## src/rtl/op_mux_pkg.sv

```systemverilog
// Shared types and constants for the operand source multiplexer.
package op_mux_pkg;

  typedef enum logic [1:0] {
    ST_RUN    = 2'd0,
    ST_DRAIN  = 2'd1,
    ST_SWITCH = 2'd2
  } state_t;

  // Source 0 is manual/external control, source 1 is internal ROM execution.
  localparam int unsigned MODE_MANUAL = 0;
  localparam int unsigned MODE_ROM    = 1;

  localparam int unsigned DEF_DATA_W = 8;
  localparam int unsigned DEF_OP_W   = 3;

endpackage

```

## src/rtl/op_source_mux_if.sv

```systemverilog
// Source-side and output-side valid/ready bundle of the operand source mux.
interface op_source_mux_if
  import op_mux_pkg::*;
#(
  parameter int unsigned DATA_W  = DEF_DATA_W,
  parameter int unsigned OP_W    = DEF_OP_W,
  parameter int unsigned NUM_SRC = 2,
  localparam int unsigned SEL_W  = $clog2(NUM_SRC)
);

  logic [NUM_SRC-1:0]        src_valid;
  logic [NUM_SRC-1:0]        src_ready;
  logic [NUM_SRC*DATA_W-1:0] src_a;
  logic [NUM_SRC*DATA_W-1:0] src_b;
  logic [NUM_SRC*OP_W-1:0]   src_opcode;

  logic                      out_valid;
  logic                      out_ready;
  logic [DATA_W-1:0]         out_a;
  logic [DATA_W-1:0]         out_b;
  logic [OP_W-1:0]           out_opcode;
  logic [SEL_W-1:0]          out_src;

  modport master (
    output src_valid, src_a, src_b, src_opcode, out_ready,
    input  src_ready, out_valid, out_a, out_b, out_opcode, out_src
  );

  modport slave (
    input  src_valid, src_a, src_b, src_opcode, out_ready,
    output src_ready, out_valid, out_a, out_b, out_opcode, out_src
  );

endinterface

```

## src/rtl/op_out_reg.sv

```systemverilog
// One-entry valid/ready pipeline register; accepts a new word in the same
// cycle the held one is taken downstream.
module op_out_reg #(
  parameter int unsigned W = 8
) (
  input  logic         clk,
  input  logic         reset,
  input  logic         in_valid,
  output logic         in_ready,
  input  logic [W-1:0] in_data,
  output logic         out_valid,
  input  logic         out_ready,
  output logic [W-1:0] out_data
);

  logic         valid_q;
  logic [W-1:0] data_q;

  assign in_ready  = !valid_q || out_ready;
  assign out_valid = valid_q;
  assign out_data  = data_q;

  // Data is left untouched when the word drains without a replacement.
  always_ff @(posedge clk or posedge reset) begin
    if (reset) begin
      valid_q <= 1'b0;
      data_q  <= '0;
    end else if (in_valid && in_ready) begin
      valid_q <= 1'b1;
      data_q  <= in_data;
    end else if (out_ready) begin
      valid_q <= 1'b0;
    end
  end

endmodule

```

## src/rtl/op_source_mux.sv

```systemverilog
// Selects one of NUM_SRC operand sources into a one-entry output register;
// mode changes drain the held word before retargeting.
module op_source_mux
  import op_mux_pkg::*;
#(
  parameter int unsigned DATA_W  = DEF_DATA_W,
  parameter int unsigned OP_W    = DEF_OP_W,
  parameter int unsigned NUM_SRC = 2,
  localparam int unsigned SEL_W  = $clog2(NUM_SRC)
) (
  input  logic             clk,
  input  logic             reset,
  input  logic [SEL_W-1:0] mode_req,
  op_source_mux_if.slave   bus,
  output logic [SEL_W-1:0] mode_cur,
  output logic             switch_busy
);

  localparam int unsigned PAY_W = SEL_W + OP_W + 2 * DATA_W;

  state_t           state_q, state_d;
  logic [SEL_W-1:0] mode_q, mode_d;
  logic [SEL_W-1:0] tgt_q, tgt_d;

  logic              free;
  logic              sel_valid;
  logic              in_valid;
  logic [DATA_W-1:0] sel_a;
  logic [DATA_W-1:0] sel_b;
  logic [OP_W-1:0]   sel_op;
  logic              req_legal;
  logic [PAY_W-1:0]  pay_in;
  logic [PAY_W-1:0]  pay_out;
  logic              reg_valid;

  always_comb begin
    sel_valid = 1'b0;
    sel_a     = '0;
    sel_b     = '0;
    sel_op    = '0;
    for (int unsigned i = 0; i < NUM_SRC; i++) begin
      if (SEL_W'(i) == mode_q) begin
        sel_valid = bus.src_valid[i];
        sel_a     = bus.src_a[i*DATA_W +: DATA_W];
        sel_b     = bus.src_b[i*DATA_W +: DATA_W];
        sel_op    = bus.src_opcode[i*OP_W +: OP_W];
      end
    end
  end

  always_comb begin
    bus.src_ready = '0;
    for (int unsigned i = 0; i < NUM_SRC; i++) begin
      bus.src_ready[i] = (state_q == ST_RUN) && (SEL_W'(i) == mode_q) && free;
    end
  end

  assign in_valid = (state_q == ST_RUN) && sel_valid;
  assign pay_in   = {mode_q, sel_op, sel_b, sel_a};

  op_out_reg #(
    .W (PAY_W)
  ) u_out_reg (
    .clk       (clk),
    .reset     (reset),
    .in_valid  (in_valid),
    .in_ready  (free),
    .in_data   (pay_in),
    .out_valid (reg_valid),
    .out_ready (bus.out_ready),
    .out_data  (pay_out)
  );

  assign bus.out_valid = reg_valid;
  assign {bus.out_src, bus.out_opcode, bus.out_b, bus.out_a} = pay_out;

  assign req_legal = 32'(mode_req) < NUM_SRC;

  // A transfer in the cycle the request is seen still completes; DRAIN then
  // waits until that word (or any older one) has left the register.
  always_comb begin
    state_d = state_q;
    mode_d  = mode_q;
    tgt_d   = tgt_q;
    unique case (state_q)
      ST_RUN: begin
        if ((mode_req != mode_q) && req_legal) begin
          tgt_d   = mode_req;
          state_d = ST_DRAIN;
        end
      end
      ST_DRAIN: begin
        if (free) state_d = ST_SWITCH;
      end
      ST_SWITCH: begin
        mode_d  = tgt_q;
        state_d = ST_RUN;
      end
      default: state_d = ST_RUN;
    endcase
  end

  always_ff @(posedge clk or posedge reset) begin
    if (reset) begin
      state_q <= ST_RUN;
      mode_q  <= SEL_W'(MODE_MANUAL);
      tgt_q   <= '0;
    end else begin
      state_q <= state_d;
      mode_q  <= mode_d;
      tgt_q   <= tgt_d;
    end
  end

  assign mode_cur    = mode_q;
  assign switch_busy = (state_q != ST_RUN);

endmodule

```

## src/flat_wrapper.sv

```systemverilog
// flat-port wrapper written by rule: the top's interface ports become plain ports
module op_source_mux_flat import op_mux_pkg::*;
#(
  parameter int unsigned DATA_W  = DEF_DATA_W,
  parameter int unsigned OP_W    = DEF_OP_W,
  parameter int unsigned NUM_SRC = 2,
  localparam int unsigned SEL_W  = $clog2(NUM_SRC)
)
  (clk, reset, mode_req, mode_cur, switch_busy, bus_src_valid, bus_src_a, bus_src_b, bus_src_opcode, bus_out_ready, bus_src_ready, bus_out_valid, bus_out_a, bus_out_b, bus_out_opcode, bus_out_src);
  op_source_mux_if #(.DATA_W(DATA_W), .OP_W(OP_W), .NUM_SRC(NUM_SRC)) bus_i ();
  input  logic clk;
  input  logic reset;
  input  logic [SEL_W-1:0] mode_req;
  output logic [SEL_W-1:0] mode_cur;
  output logic switch_busy;
  input wire logic [$bits(bus_i.src_valid)-1:0] bus_src_valid;
  input wire logic [$bits(bus_i.src_a)-1:0] bus_src_a;
  input wire logic [$bits(bus_i.src_b)-1:0] bus_src_b;
  input wire logic [$bits(bus_i.src_opcode)-1:0] bus_src_opcode;
  input wire logic [$bits(bus_i.out_ready)-1:0] bus_out_ready;
  output wire logic [$bits(bus_i.src_ready)-1:0] bus_src_ready;
  output wire logic [$bits(bus_i.out_valid)-1:0] bus_out_valid;
  output wire logic [$bits(bus_i.out_a)-1:0] bus_out_a;
  output wire logic [$bits(bus_i.out_b)-1:0] bus_out_b;
  output wire logic [$bits(bus_i.out_opcode)-1:0] bus_out_opcode;
  output wire logic [$bits(bus_i.out_src)-1:0] bus_out_src;
  assign bus_i.src_valid = bus_src_valid;
  assign bus_i.src_a = bus_src_a;
  assign bus_i.src_b = bus_src_b;
  assign bus_i.src_opcode = bus_src_opcode;
  assign bus_i.out_ready = bus_out_ready;
  assign bus_src_ready = bus_i.src_ready;
  assign bus_out_valid = bus_i.out_valid;
  assign bus_out_a = bus_i.out_a;
  assign bus_out_b = bus_i.out_b;
  assign bus_out_opcode = bus_i.out_opcode;
  assign bus_out_src = bus_i.out_src;
  op_source_mux #(.DATA_W(DATA_W), .OP_W(OP_W), .NUM_SRC(NUM_SRC)) u_core (.clk(clk), .reset(reset), .mode_req(mode_req), .bus(bus_i), .mode_cur(mode_cur), .switch_busy(switch_busy));
endmodule
```

## config.mk

```make
export PLATFORM = sky130hd
export DESIGN_NAME = op_source_mux_flat
export DESIGN_NICKNAME = d
export VERILOG_FILES = /design/src/rtl/op_mux_pkg.sv /design/src/rtl/op_source_mux_if.sv /design/src/rtl/op_out_reg.sv /design/src/rtl/op_source_mux.sv /design/src/flat_wrapper.sv
export SDC_FILE = /design/constraint.sdc
export NUM_CORES = 1
export LEC_CHECK = 0
export ABC_AREA = 1
export ABC_CLOCK_PERIOD_IN_PS = 1260
export BUFFER_PORTS_ARGS = -buffer_cell sky130_fd_sc_hd__buf_2
export CORE_UTILIZATION = 44
export DETAILED_ROUTE_END_ITERATION = 6
export GPL_TIMING_DRIVEN = 0
export PLACE_DENSITY_LB_ADDON = 0.15
export SLEW_MARGIN = 20
export SYNTH_ARGS = -nofsm -noshare
export SYNTH_HDL_FRONTEND = slang
export SYNTH_SLANG_ARGS = --single-unit
```

## constraint.sdc

```tcl
create_clock -name clk -period 1.26 [get_ports clk]
set_input_delay 0.126 -clock clk [delete_from_list [all_inputs] [get_ports clk]]
set_output_delay 0.126 -clock clk [all_outputs]
set_load 0.01 [all_outputs]
```

* Word-level counts from Yosys, hierarchy flattened *
Index checks and enable logic that the tools add are counted.

storage, ports and cells
  flip-flop bits (word level) = 25
  output and inout port bits = 25
  bits of input ports = 44
  logic and storage cells = 33

cells by class
  multiplexer cells = 9
  bitwise logic cells = 1
  equal/unequal tests = 5
  reduce and logical (&&, ||, !) cells = 13

operator list
  cell                                                                    number
  8-bit 2-to-1 mux                                                        2
  1-bit logical AND                                                       6
  2-bit 2-to-1 mux                                                        2
  2-bit case mux with 2 select lines                                      1
  2-bit AND reduction                                                     2
  2-bit nonzero test                                                      2
  1-bit 2-to-1 mux                                                        3
  3-bit 2-to-1 mux                                                        1
  2-bit by 1-bit equality test with 1-bit output (second input constant)  1
  2-bit equality test (second input constant)                             1
  2-bit logical NOT                                                       1
  2-bit by 1-bit != test with 1-bit output (second input constant)        1
  2-bit != test (second input constant)                                   1
  1-bit logical NOT                                                       1
  1-bit logical OR                                                        1
  1-bit != test                                                           1
  1-bit NOT                                                               1

* Depth between registers and ports, before layout *
  word-level depth = 4
  depth in mapped cells = 7
  depth with buffers taken out = 6

* By module *
Synthesis repeated with hierarchy kept, for this count alone.

unflattened totals
  cells, all modules = 182
  area total of the unflattened synthesis = 1322.5 µm²

modules (own cells, without submodules)
  module         seq. area each (µm²)  instances  area each (µm²)  cells each
  op_out_reg     525.5                 1          877.1            92
  op_source_mux  100.1                 1          445.4            90

* Worst setup path before layout *
Ideal clock, no wire load.

  path kind = register to register
  from = register u_core.mode_q (netlist: u_core.mode_cur)
  to = register u_core.u_out_reg.data_q[10] (netlist: u_core.u_out_reg.out_data[10])
  setup slack = 115 ps
  cell stages (with the launch flop) = 8
  path buffers = 1
  arrival time = 1026 ps
  cells stage by stage = dfrtp_1 -> inv_2 -> nand2_1 -> nand2_1 -> nand3_1 -> buf_4 -> nand2_1 -> nand2_1

on the way
  longest elaborated chain between the ends = 3
  elaborated cells between the ends (all ways) = 4
  those cells by class = mux (2); reduce/logical (2)

ends and longest elaborated chain
  element                 line                  source
  from (decl)             op_source_mux.sv:22   logic [SEL_W-1:0] mode_q, mode_d;
  from (signal assigned)  op_source_mux.sv:106  mode_q <= SEL_W'(MODE_MANUAL);
  from (signal assigned)  op_source_mux.sv:110  mode_q <= mode_d;
  1-bit 2-to-1 mux        op_source_mux.sv:42   if (SEL_W'(i) == mode_q) begin
  1-bit logical AND       op_source_mux.sv:58   assign in_valid = (state_q == ST_RUN) && sel_valid;
  1-bit logical AND       op_out_reg.sv:28      end else if (in_valid && in_ready) begin
  to (signal assigned)    op_out_reg.sv:30      data_q <= in_data;
  to (decl)               op_out_reg.sv:17      logic [W-1:0] data_q;

Parallel ways exist; a longest one is shown, timed or not.
A chain may end at the register's enable or synchronous reset.

* Final worst setup path *
  from = register u_core.state_q[1]
  to = output port bus_src_ready[0]

on the way
  longest elaborated chain between the ends = 3

ends and longest elaborated chain
  element                          line                  source
  from (decl)                      op_source_mux.sv:21   state_t state_q, state_d;
  from (signal assigned)           op_source_mux.sv:109  state_q <= state_d;
  2-bit logical NOT                op_source_mux.sv:54   bus.src_ready[i] = (state_q == ST_RUN) && (SEL_W'(i) == mode_q) && free;
  1-bit logical AND (2 in series)  op_source_mux.sv:54
  to (decl)                        flat_wrapper.sv:21    output wire logic [$bits(bus_i.src_ready)-1:0] bus_src_ready;

No other way between the ends.

==> run metrics <==
gpl congestion=0.760; final std cells w/o fill=293; H-tree Lvls=1; CP Max Fanout=4; Pre-antenna DRT Iters=4; CP arrival=1220 ps; RSZ-0062 raised after global routing=yes; critical path type=flop to output pin; first-pass GRT wire length=5720 µm; Final Slew Violations=0; Mapped Area=1300 µm²; Max Clk Rate=742 MHz; CTS hold repair buffers=0; root buf cell=clkbuf_4; initial DRC count=35; fin crit share=107%; Final setup viols=2; Post-synth EDFFs=0; CP Data Required Time=1130 ps; Die Span X=56.4 µm; ANT cells=0; Core Rows=19; antenna violations before repair=0; Leakage=1.12 nW; Reg clk slew, reported paths=150 ps; Setup crit start=u_core.state_q[1]; Avg WL per Cell=11.6 µm; Worst Reg-to-Reg Cells=6; crit path max-delay cell type=dfrtp_1; GRT Resource Usage Total=22.7%; Max VDD drop=1.56 mV; latest clock arrival within the worst-skew pair=320 ps; dpl ws=-25.1 ps; Tightest Pin Transition=935 ps; Worst path top cell family by delay=flip-flops; DIE HEIGHT=56.4 µm; clock buffer depth=2; worst hold path type=input port to async pin; Final #Nets=307; ANT nets after route=0; switch share=45.6%; Syn Area/Cell=7.10 µm²; Synth async-reset ratio=100%; TritonCTS clock tree=built; worst hold slack=-18.1 ps; setup ws final=-87.9 ps; Logic pwr share=59.3%; Warnings, synthesis=0; CP Capture Point=bus_src_ready[0]; Slew Limit Headroom=37.6%; port buffer count=68; Synthesized Nets=227; critical path startpoint category=flop; remaining global-route overflow=0; final hold violations=25; drc violations=0; sequential-to-total area share from yosys stat=48.1%; Tmin final=1350 ps; worst path buffer plus inverter count=2; starting density of the core=46.7%; CTS Buf Count=3; Worst R2R End=u_core.u_out_reg.out_data[2]; pin count of the biggest net entering global routing=26; DP Cell Count=282; multi-input logic area=607 µm²; CTS Sinks=25; core region area=2780 µm²; DRT Wirelength=3400 µm; HPWL after DPL=2390 µm; Yosys cell types=15; failing checks=hold timing, setup timing; crit-path cells=nor2_4, inv_2, nor3_2, buf_2; total power draw=4.36 mW; fillers=271; Clock Power Share=8.4%; sw power=1.99 mW; Power Dens Cells=2420 nW/µm²; layout cells sized above 1=36.6%; worst clock skew=6.62 ps; Synth area leader=dfrtp_1; routed vias=1,444; status=finished with violations; Seq cells post-synth=25; Register Area=627 µm²; most numerous cell in the Yosys netlist=nand2_1; die area=3180 µm²; IO Pins=69; vias in the first global route=1,312; Max Cap Violations=0; internal power=2.37 mW; top cell type's share of synthesized area=48.1%; CP Capture Type=output pin; synth cell count leaders=nand2_1 (109), dfrtp_1 (25), nand4_1 (20), buf_2 (8), inv_1 (5); Seq pwr share=32.3%; vias per cell=4.93; CP max stage delay=440 ps; Gate Count Post-Synth=183; Area contributors post-synth=dfrtp_1 (48%), nand2_1 (31%), nand4_1 (9.6%); Crit path depth=4; Layout area overhead=38.5%; reg2reg start=u_core.state_q[1]; ys flop type=dfrtp_1; Worst R2R Setup Slack=20 ps
## registers in the layout, summed over array words and instances, names as in the netlist
signal / flops
u_core.u_out_reg.out_data: 20
u_core.state_q: 2
u_core.mode_cur: 1
u_core.tgt_q: 1
u_core.u_out_reg.out_valid: 1
## power groups by stage
stage | logic (mW) | clock network, mW | registers [mW]
floorplan | 1.35 | 0 | 1.55
global placement | 2.25 | 0 | 1.41
finish | 2.59 | 0.368 | 1.41
global route | 2.90 | 0.411 | 1.44
detailed placement | 2.30 | 0 | 1.41
CTS | 2.59 | 0.376 | 1.40
## cell families (layout without fill, tap and decap cells)
family          after synthesis  after routing  synth area share, %
buf+inv                      18             97                 6.54
simple gates                138            138                 44.6
compound gates                2              2                0.769
flops                        25             25                 48.1
## layout make-up
| type | instances | area share (%) |
|---|---|---|
| Clock buffer | 3 | 1.25 |
| Clock inverter | 1 | 0.278 |
| Sequential cell | 25 | 34.8 |
| Inverter | 6 | 1.39 |
| Multi-Input combinational cell | 140 | 33.7 |
| Timing Repair Buffer | 75 | 21.8 |
| Tap cell | 31 | 2.15 |
| Buffer | 12 | 4.59 |
## per-stage QoR
step | util, % | area (µm²) | setup TNS, ps
global placement | 60.4 | 1680 | 0
global route | 64.7 | 1800 | -1570
CTS | 64.5 | 1790 | -191
detailed placement | 60.4 | 1680 | -54.3
floorplan | - | 1300 | 0
finish | 64.7 | 1800 | -175
## cell usage in the layout (no fill, tap or decap)
cell type / n
clkbuf_1: 2
nor3_2: 2
buf_4: 7
nor2_4: 1
inv_2: 1
buf_2: 74
nand3_1: 2
nand2_2: 1
clkbuf_4: 3
nor3_1: 1
inv_4: 1
a21oi_1: 1
clkinv_2: 1
o21ai_0: 1
nor2_1: 2
buf_6: 4
inv_1: 4
nand4_1: 20
or2_0: 1
nand2_1: 108
dfrtp_1: 24
dfrtp_2: 1
## how the worst min path moves through the flow
stage	start	end	slack, ps	cells past startpoint
final	reset	u_core.u_out_reg.out_data[10]	-20	2
after global routing	reset	u_core.u_out_reg.out_data[10]	60	2
after CTS	reset	u_core.u_out_reg.out_data[10]	30	2
after detailed placement	reset	u_core.u_out_reg.out_data[10]	390	2
after global placement	mode_req	u_core.tgt_q	380	3
after floorplan	reset	u_core.mode_cur	150	1
## per-layer routing
layer	vias to the layer above	part of all wire, %	GRT usage, %
li1	739	-	-
met1	658	46	30.3
met2	45	48	38.3
met3	2	5.4	3.00
met4	0	0.47	6.97
met5	-	0	0
## what timing repair did
item,CTS,global route
setup endpoints to repair,22,23
buffers inserted,7,0
pin swaps,1,0
resized for setup,11,2
(Power assumes the default switching activity.)
